**src/rtl/vga_rgb_controller_param_if.sv**
```systemverilog
// Signal bundle between the VGA RGB controller and its board-level user.
// slave is the controller's view; master is the driver/observer's view.
interface vga_rgb_controller_param_if #(
   parameter int COLOR_W = 4
);
   logic [COLOR_W-1:0] r_sw;
   logic [COLOR_W-1:0] g_sw;
   logic [COLOR_W-1:0] b_sw;
   logic [1:0]         mode_sel;
   logic               h_sync;
   logic               v_sync;
   logic               DE;
   logic [COLOR_W-1:0] r_port;
   logic [COLOR_W-1:0] g_port;
   logic [COLOR_W-1:0] b_port;
   logic [9:0]         pixel_x;
   logic [9:0]         pixel_y;
   logic               frame_start;
   logic [1:0]         mode_active;
   logic [15:0]        frame_count;

   modport slave (
      input  r_sw, g_sw, b_sw, mode_sel,
      output h_sync, v_sync, DE, r_port, g_port, b_port,
      output pixel_x, pixel_y, frame_start, mode_active, frame_count
   );

   modport master (
      output r_sw, g_sw, b_sw, mode_sel,
      input  h_sync, v_sync, DE, r_port, g_port, b_port,
      input  pixel_x, pixel_y, frame_start, mode_active, frame_count
   );
endinterface

```
**src/rtl/vga_rgb_controller_param.sv**
```systemverilog
// Parameterised VGA timing generator with a four-mode pattern source and a
// two-tick output pipeline keeping syncs, DE, coordinates and colour aligned.
module vga_rgb_controller_param #(
   parameter int COLOR_W    = 4,
   parameter int PIX_DIV    = 4,
   parameter int H_ACTIVE   = 640,
   parameter int H_FP       = 16,
   parameter int H_SYNC     = 96,
   parameter int H_BP       = 48,
   parameter int V_ACTIVE   = 480,
   parameter int V_FP       = 10,
   parameter int V_SYNC     = 2,
   parameter int V_BP       = 33,
   parameter int SYNC_POL   = 0,
   parameter int CHECK_LOG2 = 5
) (
   input logic                      clk,
   input logic                      reset,
   vga_rgb_controller_param_if.slave vga
);
   localparam int H_TOTAL = H_ACTIVE + H_FP + H_SYNC + H_BP;
   localparam int V_TOTAL = V_ACTIVE + V_FP + V_SYNC + V_BP;
   localparam int HW      = $clog2(H_TOTAL + 1);
   localparam int VW      = $clog2(V_TOTAL + 1);
   localparam int DW      = (PIX_DIV > 1) ? $clog2(PIX_DIV) : 1;
   localparam int BAR_W   = H_ACTIVE / 8;
   localparam int unsigned MAX_I = (2 ** COLOR_W) - 1;

   localparam logic [DW-1:0] DIV_LAST = DW'(PIX_DIV - 1);
   localparam logic [HW-1:0] H_LAST   = HW'(H_TOTAL - 1);
   localparam logic [HW-1:0] H_ACT    = HW'(H_ACTIVE);
   localparam logic [HW-1:0] HS_BEG   = HW'(H_ACTIVE + H_FP);
   localparam logic [HW-1:0] HS_END   = HW'(H_ACTIVE + H_FP + H_SYNC);
   localparam logic [VW-1:0] V_LAST   = VW'(V_TOTAL - 1);
   localparam logic [VW-1:0] V_ACT    = VW'(V_ACTIVE);
   localparam logic [VW-1:0] VS_BEG   = VW'(V_ACTIVE + V_FP);
   localparam logic [VW-1:0] VS_END   = VW'(V_ACTIVE + V_FP + V_SYNC);
   localparam logic          SYNC_IDLE = (SYNC_POL == 0);

   logic [DW-1:0]      div_cnt;
   logic               tick;
   logic [HW-1:0]      h_cnt;
   logic [VW-1:0]      v_cnt;
   logic               h_last, v_last, frame_wrap;
   logic [1:0]         mode_q;
   logic [15:0]        frame_cnt;
   logic               fs_q;

   logic               de, hs_act, vs_act;
   logic [COLOR_W-1:0] pat_r, pat_g, pat_b;
   logic [31:0]        x32, y32, grey32, chk;
   logic [2:0]         bar;
   logic [COLOR_W-1:0] grey;

   logic               s1_de, s1_hs, s1_vs;
   logic [9:0]         s1_x, s1_y;
   logic [COLOR_W-1:0] s1_r, s1_g, s1_b;
   logic               s2_de, s2_hs, s2_vs;
   logic [9:0]         s2_x, s2_y;
   logic [COLOR_W-1:0] s2_r, s2_g, s2_b;

   assign tick       = (div_cnt == DIV_LAST);
   assign h_last     = (h_cnt == H_LAST);
   assign v_last     = (v_cnt == V_LAST);
   assign frame_wrap = tick && h_last && v_last;

   always_ff @(posedge clk or posedge reset) begin
      if (reset)     div_cnt <= '0;
      else if (tick) div_cnt <= '0;
      else           div_cnt <= div_cnt + 1'b1;
   end

   always_ff @(posedge clk or posedge reset) begin
      if (reset) begin
         h_cnt <= '0;
         v_cnt <= '0;
      end else if (tick) begin
         if (h_last) begin
            h_cnt <= '0;
            v_cnt <= v_last ? '0 : v_cnt + 1'b1;
         end else begin
            h_cnt <= h_cnt + 1'b1;
         end
      end
   end

   // The requested mode is only adopted on the frame-wrap tick.
   always_ff @(posedge clk or posedge reset) begin
      if (reset) begin
         mode_q    <= '0;
         frame_cnt <= '0;
         fs_q      <= 1'b0;
      end else begin
         fs_q <= frame_wrap;
         if (frame_wrap) begin
            mode_q    <= vga.mode_sel;
            frame_cnt <= frame_cnt + 1'b1;
         end
      end
   end

   always_comb begin
      de     = (h_cnt < H_ACT) && (v_cnt < V_ACT);
      hs_act = (h_cnt >= HS_BEG) && (h_cnt < HS_END);
      vs_act = (v_cnt >= VS_BEG) && (v_cnt < VS_END);
      x32    = 32'(h_cnt);
      y32    = 32'(v_cnt);
      bar    = 3'(x32 / BAR_W);
      grey32 = (x32 << COLOR_W) / H_ACTIVE;
      grey   = (grey32 > MAX_I) ? '1 : grey32[COLOR_W-1:0];
      chk    = ((x32 ^ y32) >> CHECK_LOG2) & 32'd1;
      pat_r  = '0;
      pat_g  = '0;
      pat_b  = '0;
      case (mode_q)
         2'd0: begin
            pat_r = vga.r_sw;
            pat_g = vga.g_sw;
            pat_b = vga.b_sw;
         end
         // Bar order white..black maps onto inverted bits of the bar index.
         2'd1: begin
            pat_r = {COLOR_W{~bar[1]}};
            pat_g = {COLOR_W{~bar[2]}};
            pat_b = {COLOR_W{~bar[0]}};
         end
         2'd2: begin
            if (chk != 32'd0) begin
               pat_r = vga.r_sw;
               pat_g = vga.g_sw;
               pat_b = vga.b_sw;
            end
         end
         default: begin
            pat_r = grey;
            pat_g = grey;
            pat_b = grey;
         end
      endcase
      if (!de) begin
         pat_r = '0;
         pat_g = '0;
         pat_b = '0;
      end
   end

   always_ff @(posedge clk or posedge reset) begin
      if (reset) begin
         s1_de <= 1'b0;     s2_de <= 1'b0;
         s1_hs <= SYNC_IDLE; s2_hs <= SYNC_IDLE;
         s1_vs <= SYNC_IDLE; s2_vs <= SYNC_IDLE;
         s1_x  <= '0;       s2_x  <= '0;
         s1_y  <= '0;       s2_y  <= '0;
         s1_r  <= '0;       s2_r  <= '0;
         s1_g  <= '0;       s2_g  <= '0;
         s1_b  <= '0;       s2_b  <= '0;
      end else if (tick) begin
         s1_de <= de;
         s1_hs <= hs_act ^ SYNC_IDLE;
         s1_vs <= vs_act ^ SYNC_IDLE;
         s1_x  <= 10'(h_cnt);
         s1_y  <= 10'(v_cnt);
         s1_r  <= pat_r;
         s1_g  <= pat_g;
         s1_b  <= pat_b;
         s2_de <= s1_de;
         s2_hs <= s1_hs;
         s2_vs <= s1_vs;
         s2_x  <= s1_x;
         s2_y  <= s1_y;
         s2_r  <= s1_r;
         s2_g  <= s1_g;
         s2_b  <= s1_b;
      end
   end

   assign vga.h_sync      = s2_hs;
   assign vga.v_sync      = s2_vs;
   assign vga.DE          = s2_de;
   assign vga.pixel_x     = s2_x;
   assign vga.pixel_y     = s2_y;
   assign vga.r_port      = s2_r;
   assign vga.g_port      = s2_g;
   assign vga.b_port      = s2_b;
   assign vga.frame_start = fs_q;
   assign vga.mode_active = mode_q;
   assign vga.frame_count = frame_cnt;
endmodule
```
**src/flat_wrapper.sv**
```systemverilog
// flat-port wrapper written by rule: the top's interface ports become plain ports
module vga_rgb_controller_param_flat 
#(
   parameter int COLOR_W    = 4,
   parameter int PIX_DIV    = 4,
   parameter int H_ACTIVE   = 640,
   parameter int H_FP       = 16,
   parameter int H_SYNC     = 96,
   parameter int H_BP       = 48,
   parameter int V_ACTIVE   = 480,
   parameter int V_FP       = 10,
   parameter int V_SYNC     = 2,
   parameter int V_BP       = 33,
   parameter int SYNC_POL   = 0,
   parameter int CHECK_LOG2 = 5
)
  (clk, reset, vga_r_sw, vga_g_sw, vga_b_sw, vga_mode_sel, vga_h_sync, vga_v_sync, vga_DE, vga_r_port, vga_g_port, vga_b_port, vga_pixel_x, vga_pixel_y, vga_frame_start, vga_mode_active, vga_frame_count);
  vga_rgb_controller_param_if #(.COLOR_W(COLOR_W)) vga_i ();
  input logic clk;
  input logic reset;
  input wire logic [$bits(vga_i.r_sw)-1:0] vga_r_sw;
  input wire logic [$bits(vga_i.g_sw)-1:0] vga_g_sw;
  input wire logic [$bits(vga_i.b_sw)-1:0] vga_b_sw;
  input wire logic [$bits(vga_i.mode_sel)-1:0] vga_mode_sel;
  output wire logic [$bits(vga_i.h_sync)-1:0] vga_h_sync;
  output wire logic [$bits(vga_i.v_sync)-1:0] vga_v_sync;
  output wire logic [$bits(vga_i.DE)-1:0] vga_DE;
  output wire logic [$bits(vga_i.r_port)-1:0] vga_r_port;
  output wire logic [$bits(vga_i.g_port)-1:0] vga_g_port;
  output wire logic [$bits(vga_i.b_port)-1:0] vga_b_port;
  output wire logic [$bits(vga_i.pixel_x)-1:0] vga_pixel_x;
  output wire logic [$bits(vga_i.pixel_y)-1:0] vga_pixel_y;
  output wire logic [$bits(vga_i.frame_start)-1:0] vga_frame_start;
  output wire logic [$bits(vga_i.mode_active)-1:0] vga_mode_active;
  output wire logic [$bits(vga_i.frame_count)-1:0] vga_frame_count;
  assign vga_i.r_sw = vga_r_sw;
  assign vga_i.g_sw = vga_g_sw;
  assign vga_i.b_sw = vga_b_sw;
  assign vga_i.mode_sel = vga_mode_sel;
  assign vga_h_sync = vga_i.h_sync;
  assign vga_v_sync = vga_i.v_sync;
  assign vga_DE = vga_i.DE;
  assign vga_r_port = vga_i.r_port;
  assign vga_g_port = vga_i.g_port;
  assign vga_b_port = vga_i.b_port;
  assign vga_pixel_x = vga_i.pixel_x;
  assign vga_pixel_y = vga_i.pixel_y;
  assign vga_frame_start = vga_i.frame_start;
  assign vga_mode_active = vga_i.mode_active;
  assign vga_frame_count = vga_i.frame_count;
  vga_rgb_controller_param #(.COLOR_W(COLOR_W), .PIX_DIV(PIX_DIV), .H_ACTIVE(H_ACTIVE), .H_FP(H_FP), .H_SYNC(H_SYNC), .H_BP(H_BP), .V_ACTIVE(V_ACTIVE), .V_FP(V_FP), .V_SYNC(V_SYNC), .V_BP(V_BP), .SYNC_POL(SYNC_POL), .CHECK_LOG2(CHECK_LOG2)) u_core (.clk(clk), .reset(reset), .vga(vga_i));
endmodule
```
**config.mk**
```make
export PLATFORM = sky130hd
export DESIGN_NAME = vga_rgb_controller_param_flat
export DESIGN_NICKNAME = d
export VERILOG_FILES = /design/src/rtl/vga_rgb_controller_param_if.sv /design/src/rtl/vga_rgb_controller_param.sv /design/src/flat_wrapper.sv
export SDC_FILE = /design/constraint.sdc
export NUM_CORES = 1
export LEC_CHECK = 0
export ABC_AREA = 1
export BUFFER_PORTS_ARGS = -buffer_cell sky130_fd_sc_hd__buf_2
export CORE_MARGIN = 1
export CORE_UTILIZATION = 32
export DETAILED_ROUTE_END_ITERATION = 16
export PLACE_DENSITY = 0.49
export SYNTH_ARGS = -nofsm -noshare
export SYNTH_HDL_FRONTEND = slang
export SYNTH_SLANG_ARGS = --single-unit
```
**constraint.sdc**
```tcl
create_clock -name clk -period 3.6 [get_ports clk]
set_input_delay 0.18 -clock clk [delete_from_list [all_inputs] [get_ports clk]]
set_output_delay 0.18 -clock clk [all_outputs]
set_load 0.005 [all_outputs]
```
==> impl_results.md <==
* Largest net degree at the start of global routing at 76
* Slack of the critical path at -0.0136 ns
* Critical Path RT at 3.85 ns
* Cell count after placement at 1148
* Hold crit path type: in -> reg
* Post-synth cell types at 40
* Top cells by area, synth: dfrtp_1 44%, nand2_1 15%, inv_1 6.5%
* Max-cap violations at 0
* Post-synth net total at 828
* Slew headroom at 0.494
* IO Port Bufs at 69
* Layout area overhead at 26.3%
* Post-DP HPWL at 11500 um
* EDFF count, synth at 0
* Power Total at 2.37 mW
* Final setup fails at 3
* Most common cell on crit path: nand2_2
* Layout cells sized above 1 at 0.260
* Vias in the first global route at 5169
* FFs w/ async S/R, synth at 1.00
* Setup slack, reg-to-reg at -0.01 ns
* Slowest library cell on the worst path: dfrtp_1
* Core Rows at 50
* RSZ-0062 raised after global routing: yes
* Tcrit/Tclk final at 1.00
* Fin crit period at 3.61 ns
* Failing checks: DRC, setup timing
* Num ports at 70
* Post-synth top area cell: dfrtp_1
* FF+latch count, synth at 111
* H-Tree Depth at 3
* DRT iter0 DRCs at 251
* Die X at 140 um
* Yosys warnings at 0
* Longest Clk Path Bufs at 2
* Total number of vias at 5378
* Clk pin slew, worst setup/hold paths at 0.08 ns
* DIE HEIGHT at 140 um
* Drt wl/cell at 13.4 um
* CTS Sinks at 111
* Drt via density at 4.55
* Count of TritonRoute iterations in the first routing pass at 10
* Max-slew violation count at 0
* Main flop type after synthesis: dfrtp_1
* Final nets at 966
* Initial antenna violation count at 0
* Most common cell after layout, fill and taps aside: nand2_1
* DIE AREA at 0.0197 mm^2
* Sequential area share after synthesis at 0.455
* Core Box Area at 0.0187 mm^2
* Crit. End Element: flip-flop
* Worst Tran Pin Value at 0.759 ns
* CTS tree: done
* Antenna Violating Nets Remaining at 0
* Crit path largest cell delay at 0.39 ns
* N_diodes at 0
* Average cell area after synthesis at 7.60 um^2
* Critical path arrival at 3.86 ns
* Critical path type: reg -> reg
* Worst clock skew at 0.0151 ns
* Status: finished with violations
* Global-route wire length before repair at 26100 um
* Worst-skew pair later-pin latency at 0.36 ns
* DRC Markers at 1
* Total Wirelength at 15900 um
* Place WS at -0.0284 ns
* GP Congestion at 0.831
* Initial Utilization at 0.327
* Post-route insts no fill at 1181
* Worst vdd ir at 0.205 mV
* PwrDens at 307 mW/mm^2
* Root buffer cell: clkbuf_16
* Top-area cell type share of the netlist area at 0.438
* Netlist Area Pre-Place at 0.00611 mm^2
* Worst Setup Start Kind: flip-flop
* Lkg Pwr at 4.13 nW
* Gr usage total at 0.166
* Mapped Cells at 804
* Commonest cells after routing, fill and taps aside: 225 x nand2_1, 107 x dfrtp_1, 100 x inv_1, 75 x buf_4, 69 x buf_2
* Num CTS Buffers at 9
* Max frequency at 277 MHz
* Final Hold Viols at 0
* CP Max Fanout at 7
* Final global-route overflow total at 0
==> metrics by stage <==
step | utilization | hold slack (ns) | area (um^2) | TNS, ns
2_1_floorplan | - | 0.339 | 6110 | 0
6_report | 0.413 | 0.0633 | 7720 | -0.0273
4_1_cts | 0.400 | 0.0559 | 7480 | 0
3_3_place_gp | 0.382 | 0.382 | 7150 | 0
3_5_place_dp | 0.382 | 0.379 | 7150 | -0.0639
5_1_grt | 0.413 | 0.0813 | 7720 | -1.03
==> cell families (layout without fill, tap and decap cells) <==
kind of cell    after synthesis  in the layout  share of synthesized area
compound gates              116            116                      0.104
xor+xnor                     21             21                     0.0301
simple gates                413            414                      0.308
flops                       111            111                      0.455
buf+inv                     135            277                     0.0854
fa+ha+maj                     8              8                     0.0164
==> critical path: cells and delay by family, from the launching register on <==
kind / cells / cell delay (ns)
AOI/OAI and AO/OA: 2 / 0.37
adders and majority gates: 1 / 0.17
DFF: 1 / 0.39
and+or+nand+nor: 24 / 2.22
buffers and inverters: 4 / 0.35
==> power breakdown <==
group / switching (mW) / total, mW / internal (mW)
Clock: 0.479 / 0.989 / 0.511
Combinational: 0.0607 / 0.0955 / 0.0348
Sequential: 0.0124 / 1.28 / 1.27
==> synthesized netlist by cell type (4+ instances only) <==
library cell and n:
a21oi_1 33, clkbuf_1 16, dfrtp_1 107, dfstp_2 4, ha_1 8, inv_1 106
inv_2 8, nand2_1 243, nand2_2 16, nand3_1 40, nand4_1 19, nor2_1 55
nor2_2 4, nor2_4 5, nor3_1 11, nor4_1 6, o21ai_0 66, xnor2_1 6
xor2_1 15
==> cell type report <==
class                      count  area, um^2
clock inverter                 4        28.8
sequential                   111        2780
tap                          234         293
timing repair buffer         147         958
multi-input combinational    559        2960
clock buffer                  12         256
inverter                     114         434
fill                        1921       11000
==> per-layer routing <==
metal	wire (um)	track usage	vias up
li1	-	-	2831
met3	397	0.0243	8
met5	0	0	-
met4	121	0.0330	0
met2	6850	0.253	81
met1	8490	0.248	2458
==> worst paths after layout <==
| check | from | to | cells after the start |
|---|---|---|---|
| hold / removal | vga_mode_sel[1] | u_core.vga.mode_active[1]$_DFFE_PP0P_ | 3 |
| hold reg to reg | u_core.div_cnt[0]$_DFF_PP0_ | u_core.div_cnt[0]$_DFF_PP0_ | 1 |
| setup / recovery | u_core.h_cnt[0]$_DFFE_PP0P_ | u_core.s1_b[0]$_DFFE_PP0P_ | 31 |
| setup reg to reg | u_core.h_cnt[0]$_DFFE_PP0P_ | u_core.s1_b[0]$_DFFE_PP0P_ | 31 |
| max in group asynchronous | reset | u_core.s1_hs$_DFFE_PP1P_ | 4 |
| min in group asynchronous | reset | u_core.vga.pixel_y[4]$_DFFE_PP0P_ | 3 |
==> flip-flops by register name (all words and copies together), names as in the netlist, 2 cells and up <==
register,count
u_core.div_cnt,2
u_core.h_cnt,10
u_core.s1_b,4
u_core.s1_g,4
u_core.s1_r,4
u_core.s1_x,10
u_core.s1_y,10
u_core.v_cnt,10
u_core.vga.b_port,4
u_core.vga.frame_count,16
u_core.vga.g_port,4
u_core.vga.mode_active,2
u_core.vga.pixel_x,10
u_core.vga.pixel_y,10
u_core.vga.r_port,4
==> what timing repair did <==
item / in CTS / in global routing
cloned: 0 / 1
endpoints found under the setup margin: 3 / 8
buffers inserted: 1 / 14
pin swaps: 3 / 25
hold buffers: 1 / 0
gates resized for setup: 8 / 37
endpoints found under the hold margin: 1 / 0
No activity file was read; power rests on OpenSTA's default activity.
